File: config.mk
export PLATFORM = sky130hd
export DESIGN_NAME = datapath
export DESIGN_NICKNAME = d
export VERILOG_FILES = /design/src/rtl/datapath.sv
export SDC_FILE = /design/constraint.sdc
export NUM_CORES = 1
export LEC_CHECK = 0
export ABC_AREA = 1
export ABC_CLOCK_PERIOD_IN_PS = 3400
export CAP_MARGIN = 20
export CORE_MARGIN = 5
export CORE_UTILIZATION = 40
export CTS_CLUSTER_SIZE = 20
export DETAILED_ROUTE_END_ITERATION = 8
export PLACE_DENSITY = 0.69
export SLEW_MARGIN = 20
export SYNTH_ARGS = -nofsm -noshare
export SYNTH_HDL_FRONTEND = slang
export SYNTH_SLANG_ARGS = --single-unit
File: constraint.sdc
create_clock -name clk -period 3.4 [get_ports clk]
set_input_delay 0.68 -clock clk [delete_from_list [all_inputs] [get_ports clk]]
set_output_delay 0.68 -clock clk [all_outputs]
set_load 0.02 [all_outputs]
File: src/rtl/datapath.sv
// Single-bus 32-bit datapath for the mini-RISC CPU: register file, bus source mux,
// IncPC/ROR ALU and the 64-bit Z result register, all steered by external strobes.
module datapath #(
   parameter int WIDTH      = 32,
   parameter int CSIGN_BITS = 19
) (
   input  logic               clk,
   input  logic               clr,
   input  logic [WIDTH-1:0]   MDatain,
   input  logic [WIDTH-1:0]   InPortData,
   input  logic               PCout,
   input  logic               Zlowout,
   input  logic               Zhighout,
   input  logic               MDRout,
   input  logic               R2out,
   input  logic               R3out,
   input  logic               LOout,
   input  logic               HIout,
   input  logic               InPortout,
   input  logic               Cout,
   input  logic               PCin,
   input  logic               IRin,
   input  logic               MARin,
   input  logic               MDRin,
   input  logic               Yin,
   input  logic               Zin,
   input  logic               R1in,
   input  logic               R2in,
   input  logic               R3in,
   input  logic               HIin,
   input  logic               LOin,
   input  logic               Read,
   input  logic               IncPC,
   input  logic               ROR,
   output logic [WIDTH-1:0]   BusMuxOut,
   output logic [WIDTH-1:0]   R1_q,
   output logic [WIDTH-1:0]   R2_q,
   output logic [WIDTH-1:0]   R3_q,
   output logic [WIDTH-1:0]   PC_q,
   output logic [WIDTH-1:0]   IR_q,
   output logic [WIDTH-1:0]   MAR_q,
   output logic [WIDTH-1:0]   MDR_q,
   output logic [WIDTH-1:0]   Y_q,
   output logic [2*WIDTH-1:0] Z_q
);

   localparam int SH_W = $clog2(WIDTH);

   logic [WIDTH-1:0]   hi_q;
   logic [WIDTH-1:0]   lo_q;
   logic [WIDTH-1:0]   inport_q;
   logic [WIDTH-1:0]   c_ext;
   logic [WIDTH-1:0]   ror_res;
   logic [SH_W-1:0]    shamt;
   logic [2*WIDTH-1:0] alu_res;

   assign c_ext = {{(WIDTH-CSIGN_BITS){IR_q[CSIGN_BITS-1]}}, IR_q[CSIGN_BITS-1:0]};

   // NOTE: if/else chain with a default first gives the priority order and cannot infer a latch.
   always_comb begin
      BusMuxOut = '0;
      if      (MDRout)    BusMuxOut = MDR_q;
      else if (PCout)     BusMuxOut = PC_q;
      else if (Zlowout)   BusMuxOut = Z_q[WIDTH-1:0];
      else if (Zhighout)  BusMuxOut = Z_q[2*WIDTH-1:WIDTH];
      else if (R2out)     BusMuxOut = R2_q;
      else if (R3out)     BusMuxOut = R3_q;
      else if (HIout)     BusMuxOut = hi_q;
      else if (LOout)     BusMuxOut = lo_q;
      else if (InPortout) BusMuxOut = inport_q;
      else if (Cout)      BusMuxOut = c_ext;
   end

   // Rotating a doubled copy of Y right and keeping the low half is a barrel rotate.
   assign shamt   = BusMuxOut[SH_W-1:0];
   assign ror_res = WIDTH'({Y_q, Y_q} >> shamt);

   always_comb begin
      alu_res = {{WIDTH{1'b0}}, BusMuxOut};
      if (IncPC)    alu_res = {{WIDTH{1'b0}}, BusMuxOut + WIDTH'(1)};
      else if (ROR) alu_res = {{WIDTH{1'b0}}, ror_res};
   end

   // NOTE: non-blocking assignments let every register sample the pre-edge bus value.
   always_ff @(posedge clk) begin
      if (clr) begin
         R1_q     <= '0;
         R2_q     <= '0;
         R3_q     <= '0;
         PC_q     <= '0;
         IR_q     <= '0;
         MAR_q    <= '0;
         MDR_q    <= '0;
         Y_q      <= '0;
         Z_q      <= '0;
         hi_q     <= '0;
         lo_q     <= '0;
         inport_q <= '0;
      end else begin
         if (R1in)  R1_q  <= BusMuxOut;
         if (R2in)  R2_q  <= BusMuxOut;
         if (R3in)  R3_q  <= BusMuxOut;
         if (PCin)  PC_q  <= BusMuxOut;
         if (IRin)  IR_q  <= BusMuxOut;
         if (MARin) MAR_q <= BusMuxOut;
         if (Yin)   Y_q   <= BusMuxOut;
         if (HIin)  hi_q  <= BusMuxOut;
         if (LOin)  lo_q  <= BusMuxOut;
         if (MDRin) MDR_q <= Read ? MDatain : BusMuxOut;
         if (Zin)   Z_q   <= alu_res;
         inport_q <= InPortData;
      end
   end

endmodule

# Word-level counts from Yosys, hierarchy flattened

Index checks and enable logic that the tools add are counted.

Flip-flop bits (word level): 416
Input bits: 90
Output and inout port bits: 352

Add/sub/neg operators: 1
Shifts and indexed selects: 1
Muxes and demuxes: 13

Operator list:

| operator                                      | count |
|---|---|
| two-way mux 32 bit                            | 13 |
| right shift 64 x 5 -> 32 bit                  | 1 |
| adder 32 x 1 -> 32 bit, second input constant | 1 |

# Logic depth before layout (Yosys ltp)

Gate-level depths: netlist of the first run.

Word-level depth: 13
Gate-level depth with buffers: 26
Mapped depth without buffers: 23

# Worst setup path before layout of the first run

Ideal clock, no wire load.

Path type: in2reg
From: input Cout
To: register Z_q[30]
Library setup time: 0.120 ns
Data arrival time: 2.940 ns
Data required time: 3.280 ns
Setup slack: 0.340 ns
Cell stages on the path: 25
Path through: buf_4 > nand2_1 > nand2_1 > nand3_1 > nand2_1 > nand2_1 > nand2_1 > nand2_1 > nand2_1 > nand2_1 > nand2_2 > nand2_4 > buf_4 > clkbuf_1 > inv_1 > ha_1 > inv_1 > nor2_1 > nand3_1 > nor2_2 > nand2_1 > nand2_1 > nand2_1 > a21oi_1 > a21oi_1

Longest elaborated chain between the ends: 13

RTL lines:

| what                                                           | RTL line | source |
|---|---|---|
| start, declared                                                | 20       | `input logic Cout,` |
| two-way mux 32 bit *                                           | 71       | `else if (Cout) BusMuxOut = c_ext;` |
| two-way mux 32 bit *                                           | 70       | `else if (InPortout) BusMuxOut = inport_q;` |
| two-way mux 32 bit *                                           | 69       | `else if (LOout) BusMuxOut = lo_q;` |
| two-way mux 32 bit *                                           | 68       | `else if (HIout) BusMuxOut = hi_q;` |
| two-way mux 32 bit *                                           | 67       | `else if (R3out) BusMuxOut = R3_q;` |
| two-way mux 32 bit *                                           | 66       | `else if (R2out) BusMuxOut = R2_q;` |
| two-way mux 32 bit *                                           | 65       | `else if (Zhighout) BusMuxOut = Z_q[2*WIDTH-1:WIDTH];` |
| two-way mux 32 bit *                                           | 64       | `else if (Zlowout) BusMuxOut = Z_q[WIDTH-1:0];` |
| two-way mux 32 bit *                                           | 63       | `else if (PCout) BusMuxOut = PC_q;` |
| two-way mux 32 bit *                                           | 62       | `if (MDRout) BusMuxOut = MDR_q;` |
| branches (longest 2 deep; another with adder 32 x 1 -> 32 bit) | n/a      |  |
| two-way mux 32 bit *                                           | 80       | `if (IncPC) alu_res = {{WIDTH{1'b0}}, BusMuxOut + WIDTH'(1)};` |
| end signal, assigned                                           | 110      | `if (Zin) Z_q <= alu_res;` |
| end, declared                                                  | 44       | `output logic [2*WIDTH-1:0] Z_q` |

Mark *: on every way between the ends.
A chain may end at the register's enable or synchronous reset.

# Final worst setup path of the first run

From: input Zlowout
To: output BusMuxOut[24]

Longest elaborated chain between the ends: 3

RTL lines:

| what               | RTL line | source |
|---|---|---|
| start, declared    | 12       | `input logic Zlowout,` |
| two-way mux 32 bit | 64       |  |
| two-way mux 32 bit | 63       |  |
| two-way mux 32 bit | 62       |  |
| end, declared      | 35       | `output logic [WIDTH-1:0] BusMuxOut,` |

Every way passes these cells.

==> results of run 1 <==
report_power, final:
| part | switching, mW | total [mW] | leakage (nW) | internal, mW |
|---|---|---|---|---|
| sequential | 0.288 | 5.11 | 3.18 | 4.82 |
| combinational | 2.27 | 3.63 | 9.28 | 1.36 |
| clock | 2.03 | 4.92 | 0.711 | 2.88 |
| total | 4.60 | 13.7 | 13.2 | 9.06 |
per-layer routing:
layer	vias to the layer above	global-route usage
met5	-	0
li1	11000	-
met3	251	0.0870
met1	10600	0.431
met2	1296	0.496
met4	6	0.169
worst max-delay path, cell delays in order:
cell             delay [ps]
clkdlybuf4s50_1         410
buf_4                   170
nor2_2                  130
inv_2                   110
buf_12                  170
buf_4                   140
a21oi_2                 130
nand2_2                 130
nand2_1                  80
nand2_1                  50
o21ai_2                 120
buf_6                   180
buf_4                   150
synth_stat cells (11+ instances only):
cell        n  area, um2
o21ai_0   189        946
buf_2      43        215
inv_1     449       1690
nand3_1   418       2090
clkbuf_1  151        567
nor2_2     11       68.8
nand2_1   633       2380
nor2_1    160        601
a21oi_1   339       1700
dfxtp_1   384       7690
nand2_2    23        144
o211ai_1  180       1350
buf_4      46        345
clkinv_1   14       52.6
how the worst min path moves through the flow:
stage	start	slack (ps)	to	depth (start not counted)
floorplan	hi_q[30]	440	hi_q[30]	2
global placement	lo_q[15]	460	lo_q[15]	2
global route	lo_q[24]	500	lo_q[24]	2
CTS	hi_q[30]	480	hi_q[30]	2
finish	MAR_q[9]	480	MAR_q[9]	2
detailed placement	hi_q[30]	460	hi_q[30]	2
area by class of cell:
type / instances / area [um2]
clock inverter: 14 / 221
inverter: 472 / 1780
tap: 672 / 841
sequential: 384 / 7690
timing repair buffer: 640 / 6150
multi-input combinational: 2030 / 9850
antenna: 2 / 5.00
fill: 4937 / 22600
clock buffer: 63 / 1250
repair_timing:
item	in CTS	in global routing
endpoints found under the setup margin	26	29
buffers inserted	2	8
endpoints found under the hold margin	0	0
pin swaps	2	0
gates resized for setup	31	19
logic make-up after synthesis:
family,Yosys count
and+or+nand+nor,1261
buffers and inverters,731
AOI/OAI and AO/OA,728
DFF,384
xor gates and xnor gates,8
adders and majority gates,1
other,1
metrics by stage:
step	power [mW]	util	worst slack, ps	hold WS, ps
4_1_cts	13.6	0.550	1.29	480
5_1_grt	14.1	0.552	-38.3	498
2_1_floorplan	6.97	-	340	444
3_5_place_dp	8.73	0.520	-357	462
3_3_place_gp	8.73	0.520	-412	461
6_report	13.7	0.552	54.1	480
flip-flops by register name (all words and copies together), names as in the netlist:
register	flops
IR_q	32
MAR_q	32
MDR_q	32
PC_q	32
R1_q	32
R2_q	32
R3_q	32
Y_q	32
Z_q	32
hi_q	32
inport_q	32
lo_q	32
==> flow_summary.yaml, run 1 <==
worst_hold_path:
  min_path_type: "reg -> reg"
clock_tree:
  h-tree-depth: 2
  clockBufferDepth: 3
  cts.sinks: 384
  cts.clk_slew.worst_paths_ps: 60
  clk_latency_ps: 590
  cts-root-buf: "clkbuf_16"
  cts_tree: "done"
  cts_made_buffers: 44
  holdBufCountCts: 0
route:
  maxUsedRoutingLayer: "met5"
  via_per_inst: 5.40
  drtIter0Drc: 2894
  firstDrtPassIters: 7
  dr_wl_met2_mm: 41.5
  vias: 23100
  wl_met3_mm: 11.0
  wire_per_inst_um: 22.5
  route.detailed.drc: 0
  wl_met1_mm: 38.1
  routed_wl_mm: 96.3
  ant_nets: 0
placement:
  portBuffers: 409
  placed_cells: 4188
  post_dp_cell_area_um2: 26200
  gp_congestion: 1.02
  place_hpwl_mm: 73.2
floorplanning:
  die_w_um: 236
  core_um2: 50400
  initial_core_util: 0.405
  die-height_um: 236
  io_pins: 442
  die_area_um2: 55700
  num_rows: 82
yosys:
  yosys-mux-area-fraction: 0
  ys_seq_area_frac: 0.376
  synth_compound_area_frac: 0.206
  synth_top_family_by_area: "simple AND/OR/NAND/NOR gates"
  synth-edff-count: 0
  ys.flop_type: "dfxtp_1"
  avgSynthCellArea_um2: 6.56
  synth_fa_ha_area_frac: 0.000613
  async_reset_ff_frac: 0
  netlist_instances: 3114
  synth-simple-area-share: 0.265
  synth_cell_type_count: 36
  synth-seq-cells: 384
  synth_area_um2: 20400
  synth-xor-area-share: 0.00343
  ys_warn_count: 0
worst_setup_path:
  crit_path_end_kind: "output pin"
  reg2reg_to: "Z_q[31]"
  startpoint_type: "primary input"
  critPathKind: "in -> out"
  crit_path_end: "BusMuxOut[24]"
  crit_arrival_ps: 2670
  reg2regPathDepth: 23
  regToRegStartpoint: "IR_q[18]"
  cp_max_fo: 13
  r2r_slack_ps: 650
  startpoint: "Zlowout"
  required_ps: 2720
timing:
  post-route-period-util: 0.984
  finalClockSkew_ps: 22.1
  relSlewSlack: 0.359
  finalSetupViolCount: 0
  period_needed_ps: 3350
  tns_ps: 0
  slew_viol_final: 0
  max_freq_mhz: 299
  max_slew.worst_pin.slew_ps: 961
  rsz0062_at_grt: "yes"
  hold_viol: 0
grt:
  grt_pass1_vias: 21500
  grt_start_max_net_pins: 188
  grt_overflow: 0
  grt_pass1_wl_mm: 140
  grt_util_all_layers: 0.328
  antenna_found_initial: 5
finish:
  layout-drive-gt1-share: 0.111
  fin_cells: 4277
  syn_to_final_growth_pct: 36.1
  nets: 3663
  final_common_cell: "nand2_1"
  fin_area_um2: 27800
  layout_common_cells: "nand2_1, inv_1, nand3_1"
power_and_ir_drop:
  leakagePower_nw: 13.2
  powerDensity_nw_per_um2: 491
  ir_drop_uv: 393
run_status:
  status: "completed"
job:
  maxCapViolCount: 0
(Power assumes the default switching activity.)
==> run 2: changes to the inputs <==
- SKIP_CTS_REPAIR_TIMING: not set -> 1
==> run 2 against run 1 <==
Sequential power barely moved; largest cell class unchanged; maximum frequency shrank 0.54%; register-to-register slack got worse by 60 ps; first-iteration DRC count rose by 0.59%; die area unchanged; sequential cell count unchanged; design area barely moved; routed wire length is 0.12% higher.
==> flow_summary.yaml, run 2 (synthesis results as in run 1) <==
grt:
  grt_pass1_vias: 21500
  grt_overflow: 0
  grt_start_max_net_pins: 188
  antenna_found_initial: 5
  grt_pass1_wl_mm: 140
  grt_util_all_layers: 0.328
placement:
  gp_congestion: 1.02
  placed_cells: 4188
  portBuffers: 409
  place_hpwl_mm: 73.2
  post-place-ws_ps: -357
  post_dp_cell_area_um2: 26200
timing:
  slew_viol_final: 0
  relSlewSlack: 0.345
  whs_ps: 480
  post-route-period-util: 0.989
  max_freq_mhz: 297
  finalClockSkew_ps: 25.2
  finalSetupViolCount: 0
  hold_viol: 0
  tns_ps: 0
  period_needed_ps: 3360
  max_slew.worst_pin.slew_ps: 983
  layout_setup_ws_ps: 36.0
worst_setup_path:
  critPathKind: "in -> out"
  cp_top_family: "buffers and inverters"
  crit_path_end_kind: "output pin"
  crit_arrival_ps: 2680
  required_ps: 2720
  cp_max_fo: 21
  cpPeakStageDelay_ps: 590
  crit_path_frequent_cell: "nand2_1"
  worst-path-buf-inv: 4
  startpoint_type: "primary input"
  cp_slowest_cell: "a21oi_1"
  crit_chain: "clkdlybuf4s50_1 > buf_4 > buf_12 > a21oi_1 > nand2_1 > nand2_1 > o21ai_2 > dlymetal6s2s_1"
finish:
  layout_common_cells: "nand2_1, inv_1, nand3_1"
  final_common_cell: "nand2_1"
  syn_to_final_growth_pct: 36.0
  fin_cells: 4274
  nFillCells: 4930
  nets: 3661
  fin_area_um2: 27800
  layout-drive-gt1-share: 0.111
route:
  wire_per_inst_um: 22.6
  vias: 23100
  ant_nets: 0
  routed_wl_mm: 96.5
  route.detailed.drc: 0
  via_per_inst: 5.41
  firstDrtPassIters: 8
  drtIter0Drc: 2911
clock_tree:
  cts_tree: "done"
  cts.sinks: 384
  clockBufferDepth: 3
  cts.clk_slew.worst_paths_ps: 60
  clk_latency_ps: 600
  h-tree-depth: 2
  cts-root-buf: "clkbuf_16"
  cts_made_buffers: 44
power_and_ir_drop:
  ir_drop_uv: 394
  leakagePower_nw: 13.3
  powerDensity_nw_per_um2: 492
floorplanning:
  die-height_um: 236
  io_pins: 442
  die_area_um2: 55700
  die_w_um: 236
  num_rows: 82
  initial_core_util: 0.405
  core_um2: 50400
run_status:
  status: "completed"
worst_hold_path:
  min_path_type: "reg -> reg"
job:
  maxCapViolCount: 0
run 2: cell count changes in the layout (fill, tap and decap cells not counted), moves of 3 or more:
cell,delta
buf_4,+3
clkdlybuf4s15_1,-5
dlygate4sd2_1,-12
buf_6,-5
dlymetal6s2s_1,+15
run 2: power by group:
part           switching (mW)  internal, mW  total (mW)
sequential              0.288          4.82        5.11
combinational            2.27          1.36        3.63
clock                    2.05          2.88        4.93
total                    4.61          9.06        13.7
run 2: cell type report:
type                    count  area [um2]  area share
multi-input cells        2031        9850       0.354
flip-flops and latches    384        7690       0.277
repair buffers            637        6150       0.221
inverters                 472        1780      0.0640
clock buffers              63        1250      0.0451
well taps                 672         841      0.0303
clock inverters            14         221     0.00797
diodes                      1        2.50   0.0000901
run 2: worst paths after layout:
path	from	endpoint	slack, ps	cells after the start
hold / removal	lo_q[24]	lo_q[24]	480	2
setup reg to reg	IR_q[18]	Z_q[24]	590	22
hold reg to reg	lo_q[24]	lo_q[24]	480	2
setup / recovery	Zlowout	BusMuxOut[7]	40	8
run 2: metrics by stage:
stage / util / total power [mW]
after floorplan: - / 6.97
after global placement: 0.520 / 8.73
after detailed placement: 0.520 / 8.73
after CTS: 0.549 / 13.6
after global routing: 0.551 / 14.1
final: 0.551 / 13.7
run 2: routing by layer:
metal / routed length, um / GRT usage / up-vias
met1: 38400 / 0.431 / 10600
met2: 41400 / 0.496 / 1323
met3: 10600 / 0.0864 / 282
met4: 6010 / 0.169 / 8
li1: - / - / 11000
met5: 41 / 0 / -
run 2: worst register-to-register path: stages (launching register included):
cell and delay [ps]:
dfxtp_1 430, nand2_4 110, nand2_4 130, buf_4 110, nand3_1 90, nand3_1 100
nand3_1 90, nand2_1 80, nand2_1 160, nand2_1 110, nand2_1 60, o21ai_2 60
buf_4 220, nand2_1 100, nor2_1 170, nand2_1 80, nor2_1 80, nand2_1 70
xor2_1 150, nand2_1 80, nand3_1 100, nand2_1 90, inv_1 40
